## config.mk

```make
export PLATFORM = sky130hd
export DESIGN_NAME = ser_feeder
export DESIGN_NICKNAME = d
export VERILOG_FILES = /design/src/rtl/ser_feeder_pkg.sv /design/src/rtl/ser_feeder.sv
export SDC_FILE = /design/constraint.sdc
export NUM_CORES = 1
export LEC_CHECK = 0
export ABC_AREA = 1
export CAP_MARGIN = 20
export CORE_UTILIZATION = 50
export DETAILED_ROUTE_END_ITERATION = 12
export HOLD_SLACK_MARGIN = 0.02
export MAX_ROUTING_LAYER = met4
export PLACE_DENSITY_LB_ADDON = 0.1
export SKIP_CTS_REPAIR_TIMING = 1
export SYNTH_ARGS = -nofsm -noshare
export SYNTH_HDL_FRONTEND = slang
export SYNTH_SLANG_ARGS = --single-unit
```

## constraint.sdc

```tcl
create_clock -name clk -period 1.9 [get_ports clk]
set_input_delay 0.57 -clock clk [delete_from_list [all_inputs] [get_ports clk]]
set_output_delay 0.57 -clock clk [all_outputs]
set_load 0.01 [all_outputs]
```

## src/rtl/ser_feeder_pkg.sv

```systemverilog
// Shared types and operation codes for the serial feeder and its
// downstream shift register.
package ser_feeder_pkg;

   typedef enum logic [1:0] {
      IDLE  = 2'd0,
      CLEAR = 2'd1,
      SHIFT = 2'd2,
      DONE  = 2'd3
   } state_t;

   localparam logic [1:0] OPR_SHIFT = 2'd0;
   localparam logic [1:0] OPR_HOLD  = 2'd1;
   localparam logic [1:0] OPR_CLEAR = 2'd2;

endpackage

```

## src/rtl/ser_feeder.sv

```systemverilog
// Serialises a handshaked parallel word into a shift register: clear, N shifts, done.
// Build option SER_FEEDER_LSB_FIRST_EN sends bits LSB-first instead of MSB-first.
module ser_feeder
   import ser_feeder_pkg::*;
#(
   parameter int N = 8
)
(
   input  logic         clk,
   input  logic         rst,
   input  logic [N-1:0] din,
   input  logic         din_valid,
   output logic         din_ready,
   output logic         l,
   output logic [1:0]   opr,
   output logic         busy,
   output logic         done
);

   localparam int            CW   = $clog2(N);
   localparam logic [CW-1:0] LAST = CW'(N - 1);

   state_t        state, state_nxt;
   logic [CW-1:0] cnt, cnt_nxt;
   logic [N-1:0]  sh, sh_nxt;
   logic [CW-1:0] bidx;

`ifdef SER_FEEDER_LSB_FIRST_EN
   assign bidx = cnt;
`else
   assign bidx = LAST - cnt;
`endif

   always_ff @(posedge clk) begin
      if (rst) begin
         state <= IDLE;
         cnt   <= '0;
         sh    <= '0;
      end else begin
         state <= state_nxt;
         cnt   <= cnt_nxt;
         sh    <= sh_nxt;
      end
   end

   always_comb begin
      state_nxt = state;
      cnt_nxt   = cnt;
      sh_nxt    = sh;
      din_ready = 1'b0;
      opr       = OPR_HOLD;
      l         = 1'b0;
      busy      = 1'b0;
      done      = 1'b0;

      case (state)
         IDLE: begin
            din_ready = 1'b1;
            if (din_valid) begin
               sh_nxt    = din;
               cnt_nxt   = '0;
               state_nxt = CLEAR;
            end
         end
         CLEAR: begin
            opr       = OPR_CLEAR;
            busy      = 1'b1;
            state_nxt = SHIFT;
         end
         SHIFT: begin
            opr  = OPR_SHIFT;
            busy = 1'b1;
            l    = sh[bidx];
            // counter parks on the last index rather than wrapping
            if (cnt == LAST) begin
               state_nxt = DONE;
            end else begin
               cnt_nxt = cnt + 1'b1;
            end
         end
         DONE: begin
            busy      = 1'b1;
            done      = 1'b1;
            state_nxt = IDLE;
         end
         default: begin
            state_nxt = IDLE;
         end
      endcase

      // reset overrides the state decode so nothing leaks out during reset
      if (rst) begin
         din_ready = 1'b0;
         opr       = OPR_HOLD;
         l         = 1'b0;
         busy      = 1'b0;
         done      = 1'b0;
      end
   end

endmodule

```

==> run metrics <==
Reg clk slew, reported paths 70 ps; Tot GR Track Use 0.230; Cells on Worst Hold Path 2; Hold Path Class flip-flop to flip-flop; cell mode on critical path nor2_1; most frequent cells in the layout 24 x nand2_1, 17 x inv_1, 11 x nor2_1; Starting Density 0.553; Achievable Freq 553 MHz; RSZ-0062 raised after global routing no; Final Hold Viols 0; Num CTS Buffers 3; WP buf/inv 3; delay-heaviest family, CP flip-flops; total power 0.00143 W; CP Depth 7; Reg2Reg Setup Slack 480 ps; synthesized area 737 um2; crit path cell chain inv_2, ha_2, inv_1, nor2_1, nand2_1, nor2_1, buf_2; Critical R2R Launch state[1]; gr ovfl total 0; Critical Path Slowest Stage Cell dfxtp_2; pwr/cell area 1420 nW/um2; Vias 706; Tmin final 1810 ps; worst r2r path cells 6; Slew Viols, Final 0; Clock Root Buffer clkbuf_4; vias per inst 4.74; hpwl dp 1160 um; Hold Path End sh[1]; Synthesis Warnings 0; share of cells above drive strength 1 0.179; synthesized area per cell 6.82 um2; Tightest Pin Transition 434 ps; first-iteration detailed-routing DRC count 7; first-pass GRT wire length 2330 um; largest cells by area after synthesis dfxtp_1 35%, nand2_1 12%, ha_1 12%; Cells after DPL 145; Finished Layout Cells 149; Pleak 0.551 nW; Final #Nets 153; Final setup viols 0; CP max FO 4; fin crit share 0.952; clk buf depth 2; largest net degree at the start of global routing 17; fill count 106; CTS tree yes; diode count 0; drc violations 0; Seq/Total Area, Yosys 0.353; reg2reg end sh[6]; die width 40.4 um; Die Y 40.4 um; TritonRoute pass-1 iters 4; Slew headroom 0.710; Final Skew 5.09 ps; Net Count, Synth 126; WL/cell 9.99 um; CP max stage delay 330 ps; core area 1330 um2; initial antenna violation count 0; cell count after synthesis 108; routability cong. 0.710; vias in the first global route 570; CP endpoint kind output pin; CTS H-Tree Depth 1; startpoint type of the worst setup path flip-flop; Synth cell types 16; Worst VDD drop 0.944 mV; IO Pins 17; hold path start sh[1]; Die ar. 1630 um2; worst-skew pair later-pin latency 280 ps; Synth-to-Final Area Change 36.7%; Routed Wire Length 1490 um; most common cell after layout, fill and taps aside nand2_1; synthesis-stage register bit count 13; WS Path Type flip-flop to output pin; antenna violation net count after detailed routing 0; Synth area leader dfxtp_1; TritonCTS Sinks 13; status completed; num rows 13; IO buf count 16; Yosys top cell area share 0.353; Arr. time, crit path 1240 ps; Setup TNS Final 0 ps; max-cap violations 0; Critical Path RT 1330 ps
stage by stage:
stage | area (um2) | util | hold slack [ps] | setup WS (ps)
global route | 1010 | 0.755 | 498 | 9.83
floorplan | 737 | - | 429 | 312
global placement | 962 | 0.721 | 441 | -586
CTS | 988 | 0.741 | 456 | -614
detailed placement | 962 | 0.721 | 444 | -614
finish | 1010 | 0.755 | 456 | 90.6
power by group:
group | leakage, nW | internal [W] | switching [W]
Sequential | 0.108 | 0.000374 | 0.0000644
Combinational | 0.428 | 0.000369 | 0.000452
Clock | 0.0150 | 0.0000815 | 0.0000898
sequential cells by signal (all words and copies together) (netlist names):
register  cells
state         2
sh            8
cnt           3
synthesized netlist by cell type:
master and number:
inv_2 1, nand2_4 1, ha_1 7, o21ai_2 1
a21oi_1 10, inv_1 19, o21ai_0 8, nor2_1 11
o21ai_1 1, nand2_2 1, nand3_1 7, buf_2 2
dfxtp_1 13, buf_6 1, nand2_1 24, nor3_1 1
routing by layer:
metal | wire [um] | GRT usage | vias to the layer above
met2 | 700 | 0.361 | 15
met1 | 709 | 0.268 | 304
met3 | 79 | 0.100 | 0
met5 | 0 | - | -
met4 | 0 | 0.0500 | 0
li1 | - | - | 387
area by class of cell:
type | count | area, um2 | area share
Tap cell | 15 | 18.8 | 0.0186
Timing Repair Buffer | 25 | 238 | 0.236
Inverter | 20 | 75.1 | 0.0745
Clock buffer | 4 | 26.3 | 0.0261
Multi-Input combinational cell | 72 | 385 | 0.383
Sequential cell | 13 | 264 | 0.262
cells by family (layout without fill, tap and decap cells):
logic type / Yosys count / in the layout / share of synthesized area
flip-flops: 13 / 13 / 0.353
adder cells (fa/ha/maj): 7 / 7 / 0.119
AND/OR/NAND/NOR: 45 / 45 / 0.256
buffers and inverters: 23 / 49 / 0.131
AO/OA/AOI/OAI: 20 / 20 / 0.141
worst max path at each step:
stage,from,endpoint,slack (ps)
after floorplan,state[0],l,310
after global placement,rst,opr[1],-590
after detailed placement,rst,opr[1],-610
after CTS,rst,opr[1],-610
after global routing,state[0],l,10
final,state[0],l,90
tightest hold or removal path, cell delays in order, from the launching register on:
cell and delay [ps]:
dfxtp_1 300, inv_1 60, a21oi_1 50
No activity file was read; power rests on OpenSTA's default activity.
